`src/rtl/elevator_scan_scheduler.sv`:
```
// SCAN (collective) scheduler and car sequencer for a single elevator car.
// Latches call buttons into a pending mask and times travel and door dwell internally.
//
// state     | meaning
// IDLE      | parked with doors closed, waiting for a pending call
// MOVE_UP   | travelling toward a higher floor
// MOVE_DOWN | travelling toward a lower floor
// DOOR_OPEN | stopped with doors open, dwell timer running
module elevator_scan_scheduler #(
    parameter int NUM_FLOORS    = 5,
    parameter int FLOOR_W       = 3,
    parameter int TRAVEL_CYCLES = 2,
    parameter int DOOR_CYCLES   = 4
) (
    input  logic                  clk,
    input  logic                  rst,
    input  logic [NUM_FLOORS-1:0] call_btn,
    input  logic                  door_hold,
    output logic [FLOOR_W-1:0]    cur_floor,
    output logic                  dir_up,
    output logic                  moving,
    output logic                  door_open,
    output logic                  arrive,
    output logic [NUM_FLOORS-1:0] pending
);

    localparam int TMR_MAX = (TRAVEL_CYCLES > DOOR_CYCLES) ? TRAVEL_CYCLES - 1 : DOOR_CYCLES - 1;
    localparam int TMR_W   = (TMR_MAX < 1) ? 1 : $clog2(TMR_MAX + 1);
    localparam logic [TMR_W-1:0] TRAVEL_LOAD = TMR_W'(TRAVEL_CYCLES - 1);
    localparam logic [TMR_W-1:0] DOOR_LOAD   = TMR_W'(DOOR_CYCLES - 1);

    typedef enum logic [1:0] {IDLE, MOVE_UP, MOVE_DOWN, DOOR_OPEN} state_t;

    state_t                  state_q, state_d;
    logic [FLOOR_W-1:0]      cur_floor_q, cur_floor_d;
    logic                    dir_up_q, dir_up_d;
    logic                    moving_q, moving_d;
    logic                    door_open_q, door_open_d;
    logic                    arrive_q, arrive_d;
    logic [NUM_FLOORS-1:0]   pending_q, pending_d;
    logic [TMR_W-1:0]        tmr_q, tmr_d;
    logic [NUM_FLOORS-1:0]   clr;
    logic [FLOOR_W-1:0]      nf;
    logic                    here, above, below;

    function automatic logic bit_at(input logic [NUM_FLOORS-1:0] m, input logic [FLOOR_W-1:0] f);
        bit_at = 1'b0;
        for (int i = 0; i < NUM_FLOORS; i++)
            if (m[i] && (FLOOR_W'(i) == f)) bit_at = 1'b1;
    endfunction

    function automatic logic any_above(input logic [NUM_FLOORS-1:0] m, input logic [FLOOR_W-1:0] f);
        any_above = 1'b0;
        for (int i = 0; i < NUM_FLOORS; i++)
            if (m[i] && (FLOOR_W'(i) > f)) any_above = 1'b1;
    endfunction

    function automatic logic any_below(input logic [NUM_FLOORS-1:0] m, input logic [FLOOR_W-1:0] f);
        any_below = 1'b0;
        for (int i = 0; i < NUM_FLOORS; i++)
            if (m[i] && (FLOOR_W'(i) < f)) any_below = 1'b1;
    endfunction

    always_comb begin
        state_d     = state_q;
        cur_floor_d = cur_floor_q;
        dir_up_d    = dir_up_q;
        tmr_d       = tmr_q;
        arrive_d    = 1'b0;
        here        = bit_at(pending_q, cur_floor_q);
        above       = any_above(pending_q, cur_floor_q);
        below       = any_below(pending_q, cur_floor_q);
        nf          = (state_q == MOVE_UP) ? cur_floor_q + FLOOR_W'(1) : cur_floor_q - FLOOR_W'(1);

        case (state_q)
            IDLE: begin
                if (here) begin
                    state_d = DOOR_OPEN;
                    tmr_d   = DOOR_LOAD;
                end else if (above && (dir_up_q || !below)) begin
                    state_d  = MOVE_UP;
                    dir_up_d = 1'b1;
                    tmr_d    = TRAVEL_LOAD;
                end else if (below) begin
                    state_d  = MOVE_DOWN;
                    dir_up_d = 1'b0;
                    tmr_d    = TRAVEL_LOAD;
                end
            end
            MOVE_UP, MOVE_DOWN: begin
                if (tmr_q != '0) begin
                    tmr_d = tmr_q - TMR_W'(1);
                end else begin
                    cur_floor_d = nf;
                    arrive_d    = 1'b1;
                    tmr_d       = TRAVEL_LOAD;
                    if (bit_at(pending_q, nf)) begin
                        state_d = DOOR_OPEN;
                        tmr_d   = DOOR_LOAD;
                    end else if (!((state_q == MOVE_UP) ? any_above(pending_q, nf)
                                                        : any_below(pending_q, nf))) begin
                        state_d = IDLE;
                        tmr_d   = '0;
                    end
                end
            end
            DOOR_OPEN: begin
                // a press at this floor is absorbed and counts like door_hold
                if (door_hold || bit_at(call_btn, cur_floor_q)) begin
                    tmr_d = DOOR_LOAD;
                end else if (tmr_q != '0) begin
                    tmr_d = tmr_q - TMR_W'(1);
                end else if (dir_up_q ? above : below) begin
                    state_d = dir_up_q ? MOVE_UP : MOVE_DOWN;
                    tmr_d   = TRAVEL_LOAD;
                end else if (dir_up_q ? below : above) begin
                    state_d  = dir_up_q ? MOVE_DOWN : MOVE_UP;
                    dir_up_d = !dir_up_q;
                    tmr_d    = TRAVEL_LOAD;
                end else begin
                    state_d = IDLE;
                    tmr_d   = '0;
                end
            end
            default: begin
                state_d = IDLE;
                tmr_d   = '0;
            end
        endcase

        for (int i = 0; i < NUM_FLOORS; i++)
            clr[i] = ((state_q == DOOR_OPEN) || (state_d == DOOR_OPEN)) && (cur_floor_d == FLOOR_W'(i));
        pending_d   = (pending_q | call_btn) & ~clr;
        moving_d    = (state_d == MOVE_UP) || (state_d == MOVE_DOWN);
        door_open_d = (state_d == DOOR_OPEN);
    end

    always_ff @(posedge clk or posedge rst) begin
        if (rst) begin
            state_q     <= IDLE;
            cur_floor_q <= '0;
            dir_up_q    <= 1'b1;
            moving_q    <= 1'b0;
            door_open_q <= 1'b0;
            arrive_q    <= 1'b0;
            pending_q   <= '0;
            tmr_q       <= '0;
        end else begin
            state_q     <= state_d;
            cur_floor_q <= cur_floor_d;
            dir_up_q    <= dir_up_d;
            moving_q    <= moving_d;
            door_open_q <= door_open_d;
            arrive_q    <= arrive_d;
            pending_q   <= pending_d;
            tmr_q       <= tmr_d;
        end
    end

    assign cur_floor = cur_floor_q;
    assign dir_up    = dir_up_q;
    assign moving    = moving_q;
    assign door_open = door_open_q;
    assign arrive    = arrive_q;
    assign pending   = pending_q;

endmodule

```
`config.mk`:
```
export PLATFORM = sky130hd
export DESIGN_NAME = elevator_scan_scheduler
export DESIGN_NICKNAME = d
export VERILOG_FILES = /design/src/rtl/elevator_scan_scheduler.sv
export SDC_FILE = /design/constraint.sdc
export NUM_CORES = 1
export LEC_CHECK = 0
export BUFFER_PORTS_ARGS = -buffer_cell sky130_fd_sc_hd__buf_2
export CAP_MARGIN = 30
export CORE_AREA = 4 4 59 61
export DETAILED_ROUTE_END_ITERATION = 10
export DIE_AREA = 0 0 63 65
export PLACE_DENSITY = 0.7
export REMOVE_ABC_BUFFERS = 1
export SYNTH_ARGS = -nofsm -noshare
export SYNTH_HDL_FRONTEND = slang
export SYNTH_SLANG_ARGS = --single-unit
```
`constraint.sdc`:
```
create_clock -name clk -period 3.2 [get_ports clk]
set_clock_uncertainty 0.15 [all_clocks]
set_input_delay 0.48 -clock clk [delete_from_list [all_inputs] [get_ports clk]]
set_output_delay 0.48 -clock clk [all_outputs]
set_load 0.005 [all_outputs]
```
# Yosys cells after proc, flatten, opt, wreduce, memory -nomap -nowiden
# Index checks and enable logic that the tools add are counted.
# W data, S select, Z words.
[totals] register_bits=16 input_bits=8 out_inout_bits=12
[op_classes] addsub=3 n_lt_le_gt_ge=20 n_eq_ne=25 n_mux=84 bitwise_logic=3 reduce_logical=55
[op_table] cell="$mux W1" count=59
[op_table] cell="$logic_and A1 B1 Y1" count=41
[op_table] cell="$mux W2" count=19
[op_table] cell="$eq A2 B3 Y1 const A" count=4
[op_table] cell="$gt A1 B3 Y1 const A" count=4
[op_table] cell="$gt A2 B3 Y1 const A" count=4
[op_table] cell="$lt A1 B3 Y1 const A" count=4
[op_table] cell="$lt A2 B3 Y1 const A" count=4
[op_table] cell="$pmux W2 S3" count=2
[op_table] cell="$ne A2 B2 Y1 const B" count=5
[op_table] cell="$logic_not A3 Y1" count=3
[op_table] cell="$mux W3" count=3
[op_table] cell="$eq A2 B2 Y1 const B" count=4
[op_table] cell="$reduce_and A7 Y1" count=1
[op_table] cell="$eq A1 B3 Y1 const A" count=2
[op_table] cell="$eq A3 B2 Y1 const B" count=2
[op_table] cell="$eq A3 B3 Y1 const A" count=2
[op_table] cell="$gt A3 B3 Y1 const A" count=2
[op_table] cell="$lt A3 B3 Y1 const A" count=2
[op_table] cell="$and A5 B5 Y5" count=1
[op_table] cell="$not A5 Y5" count=1
[op_table] cell="$or A5 B5 Y5" count=1
[op_table] cell="$eq A2 B1 Y1 const B" count=2
[op_table] cell="$logic_or A1 B1 Y1" count=4
[op_table] cell="12 further kinds" count=14

# Logic depth before layout (Yosys ltp)
[depth] depth_word=24 depth_mapped=13 ltp_nobuf=11

# Worst setup path before layout
# No wires, ideal clock.
[synth_timing] path_kind="register -> register" start="register cur_floor_q[0], in the netlist cur_floor[0]" end="register pending_q[2], in the netlist pending[2]" setup_ns=0.066 t_arrival_ns=2.732 required_ns=2.984 path_slack_ns=0.252 stages_incl_launch_ff=11 synth_period_minus_slack_ns=2.948 cell_sequence="dfrtp_1 > inv_1 > ha_1 > xor2_2 > mux4_1 > mux2_2 > a21oi_1 > a41oi_1 > ha_1 > o21ai_0 > o32a_1"
[synth_via] elab_chain_cells=22 word_cells_on_any_way=138 cone_classes="add/sub: 2; order compare: 20; eq/ne: 10; mux: 61; bitwise: 2; reduce/logical: 43"
[synth_rtl] item="start: declaration" line="35" text="logic [FLOOR_W-1:0] cur_floor_q, cur_floor_d;"
[synth_rtl] item="start signal: assignment" line="150" text="cur_floor_q <= cur_floor_d;"
[synth_rtl] item="$sub A3 B1 Y3 / $add A3 B1 Y3 (equally long branches)" line="73" text="nf = (state_q == MOVE_UP) ? cur_floor_q + FLOOR_W'(1) : cur_floor_q - FLOOR_W'(1);"
[synth_rtl] item="$mux W3" line="73"
[synth_rtl] item="$lt A1 B3 Y1 / $gt A1 B3 Y1 (equally long branches)" line="61, 55"
[synth_rtl] item="$logic_and A1 B1 Y1 (on tied branches)" line="61, 55"
[synth_rtl] item="$mux W1 (on tied branches) (5 in a row)" line="61, 55"
[synth_rtl] item="$mux W1" line="97" text="if (bit_at(pending_q, nf)) begin"
[synth_rtl] item="$mux W1" line="91" text="if (tmr_q != '0) begin"
[synth_rtl] item="$mux W1" line="75" text="case (state_q)"
[synth_rtl] item="[... 5 more ...]"
[synth_rtl] item="named net state_d[0]" line="34" text="state_t state_q, state_d;"
[synth_rtl] item="$eq A2 B2 Y1 (*)"
[synth_rtl] item="named net door_open_d" line="38" text="logic door_open_q, door_open_d;"
[synth_rtl] item="$logic_or A1 B1 Y1 (*)" line="132" text="clr[i] = ((state_q == DOOR_OPEN) || (state_d == DOOR_OPEN)) && (cur_floor_d == FLOOR_W'(i));"
[synth_rtl] item="$logic_and A1 B1 Y1 (*)" line="132"
[synth_rtl] item="$not A5 Y5 (*)" line="133" text="pending_d = (pending_q | call_btn) & ~clr;"
[synth_rtl] item="$and A5 B5 Y5 (*)" line="133"
[synth_rtl] item="named net pending_d[2]" line="40" text="logic [NUM_FLOORS-1:0] pending_q, pending_d;"
[synth_rtl] item="end signal: assignment" line="155" text="pending_q <= pending_d;"
[synth_rtl] item="end: declaration" line="40"
# The timed path passes the listed nets; every way through them passes the cells marked *. The select of a mux whose other input is x is not followed.
# A chain may end at the register's enable or synchronous reset.

# Final worst setup path
[layout_timing] start="register cur_floor_q[1], in the netlist cur_floor[1]" end="register pending_q[1], in the netlist pending[1]"
# Same word-level chain as after synthesis.

==> metrics.yaml <==
startpoint_type: "flip-flop"
dominantRegCellSynth: "dfrtp_1"
worst-setup-path-type: "flip-flop to flip-flop"
clkLatencyLatePin_ns: 0.29
grt_pass1_wl_um: 5470
fin_nets: 189
first_pass_iters: 4
yosys_warnings: 0
maxSlewHeadroom_pct: 44.9
max_clock_freq_mhz: 321
fillers: 275
hp-class: "primary input to async pin"
critPathSlowestCell: "dfrtp_1"
routedWlPerCell_um: 17.1
cap_violations: 0
postRouteAntennaNets: 0
design.core.area_um2: 2980
holdBufCountCts: 0
end_kind: "flip-flop"
synth_largest_area_cell: "dfrtp_1"
synth_top_area_share_pct: 28.7
placed_area_um2: 1430
grt_antenna_before_repair: 0
synthesis.instances: 146
die_w_um: 63
seq_area_frac_synth_pct: 30.7
critical_path.max_fanout: 10
io_buffer_count: 19
vias_per_cell: 6.14
cts_sinks: 16
fin_crit_sh_pct: 97.4
max_stage_delay_ns: 0.38
place.gp.congestion: 0.910
synth_cell_types: 49
cp_num_buf_inv: 1
critical-path-top-delay-family: "compound AO/OA/AOI/OAI gates"
cts_tree: "done"
syn-cell-area_um2: 1310
synthTopCellsByArea: "dfrtp_1 (29%), ha_1 (8.6%), a21oi_1 (6.5%)"
clk_path_buf_depth: 2
cp.required_ns: 3.21
cp-startpoint: "cur_floor[1]"
grt_usage_pct: 16.5
syn_avg_cell_area_um2: 8.95
dieArea_um2: 4100
slew_viol_final: 0
worst_pin_slew_ns: 0.817
grt_max_degree: 18
synthArstFlopShare_pct: 100
ioPinCount: 20
grt_pass1_vias: 1142
insertedDiodeCount: 0
cts.clk_slew.worst_paths_ns: 0.11
vias: 1252
wl_um: 3480
synth-edff-count: 0
htreeDepth: 1
yosys_register_bits: 16
critPathArrivalTime_ns: 3.13
cts_buffers: 3
min_period_ns: 3.12
path_cells: "buf_4 > ha_1 > a22oi_2 > a21oi_2 > or3_4 > a2111oi_4 > o21ai_0 > a31oi_1 > ha_2 > o21ai_2 > o32a_1"
route.detailed.drc: 0
dieHeight_um: 65
overflow: 0
rows: 20
post-synth-top-count-cell: "a21oi_1"
drive_gt1_share_pct: 29.2
regToRegStartpoint: "cur_floor[1]"
cts-root-buf: "clkbuf_4"
setup_viol: 0
dp_hpwl_um: 2500
start_util_pct: 43.9
area_growth_pct: 19.4
synthTopCellsByCount: "a21oi_1 (17), dfrtp_1 (15), nor2_1 (13)"
status: "finished clean"
finalHoldViolCount: 0
drt_iter0_drc: 83
final_area_um2: 1560
## metal layers
layer	track usage [%]	vias to the layer above	part of all wire [%]
li1	-	595	-
met1	22.8	599	44
met2	27.3	48	50
met3	2.08	10	4.3
met4	4.13	0	2.6
met5	0	-	0
## repair_timing
item                                    CTS  global route
endpoints found under the setup margin    4             5
buffers inserted                          0             3
gates resized for setup                   1            14
pin swaps                                 0             4
gates cloned                              0             0
## cell type report
type                    count  area, µm²  share of cell area [%]
flip-flops and latches     16        402                    25.7
clock buffers               4       36.3                    2.33
repair buffers             27        155                    9.94
inverters                  13       48.8                    3.13
multi-input cells         111        877                    56.2
well taps                  33       41.3                    2.65
## cells in the final DEF (no fill, tap or decap), types with 2 or more instances in the layout
master / count
buf_2: 19
o31ai_1: 3
clkbuf_4: 3
ha_1: 7
a21oi_1: 16
inv_1: 12
o32a_1: 4
dfrtp_1: 15
nor2_1: 13
nand2_1: 10
ha_2: 2
xnor2_1: 5
o21ai_0: 3
mux2i_1: 2
buf_4: 8
nand2b_1: 2
a22oi_2: 2
and3_2: 2
a31oi_1: 3
nand3_1: 4
## cell families (layout without fill, tap and decap cells)
logic type               after synthesis  after routing  synth area share, %
AO/OA/AOI/OAI                         55             55                 30.7
AND/OR/NAND/NOR                       37             37                 13.6
buffers and inverters                 19             44                 7.37
flip-flops                            16             16                 30.7
adder cells (fa/ha/maj)                9              9                 8.62
XOR/XNOR                               6              6                 4.60
multiplexers                           4              4                 4.41
## through the flow
| stage | cells | utilization [%] | setup TNS, ns | setup WS, ns | hold WS [ns] |
|---|---|---|---|---|---|
| final | 204 | 52.4 | 0 | 0.0841 | 0.0867 |
| after global routing | 204 | 52.4 | -0.0940 | -0.0361 | 0.139 |
| after CTS | 201 | 49.3 | 0 | 0.0270 | 0.110 |
| after detailed placement | 197 | 48.1 | -0.285 | -0.0852 | 0.381 |
| after global placement | 197 | 48.1 | -0.120 | -0.0409 | 0.379 |
| after floorplan | 140 | - | 0 | 0.0667 | 0.243 |
## state kept, by name, indices dropped and copies added (netlist names)
name,flops
cur_floor,3
door_open,1
dir_up,1
pending,5
state_q,2
arrive,1
tmr_q,2
moving,1
## final timing paths
| kind | to | slack (ns) | cells after the start |
|---|---|---|---|
| worst max-delay path | pending[1] | 0.08 | 11 |
| worst min-delay path | tmr_q[1] | 0.09 | 2 |
| worst max register to register | pending[1] | 0.08 | 11 |
| worst min register to register | dir_up | 0.43 | 1 |
| max in group asynchronous | state_q[0] | 2.41 | 2 |
| min in group clk | pending[0] | 0.29 | 2 |
## worst reg2reg max path: stages, from the launching register on
cell and delay [ns]:
dfrtp_1 0.38, buf_4 0.17, ha_1 0.22, a22oi_2 0.21
a21oi_2 0.10, or3_4 0.37, a2111oi_4 0.29, o21ai_0 0.15
a31oi_1 0.29, ha_2 0.26, o21ai_2 0.10, o32a_1 0.32
Power is left out: the tool's default activity adds up to more than one toggle a clock period on the data nets, which glitch-free logic cannot reach.
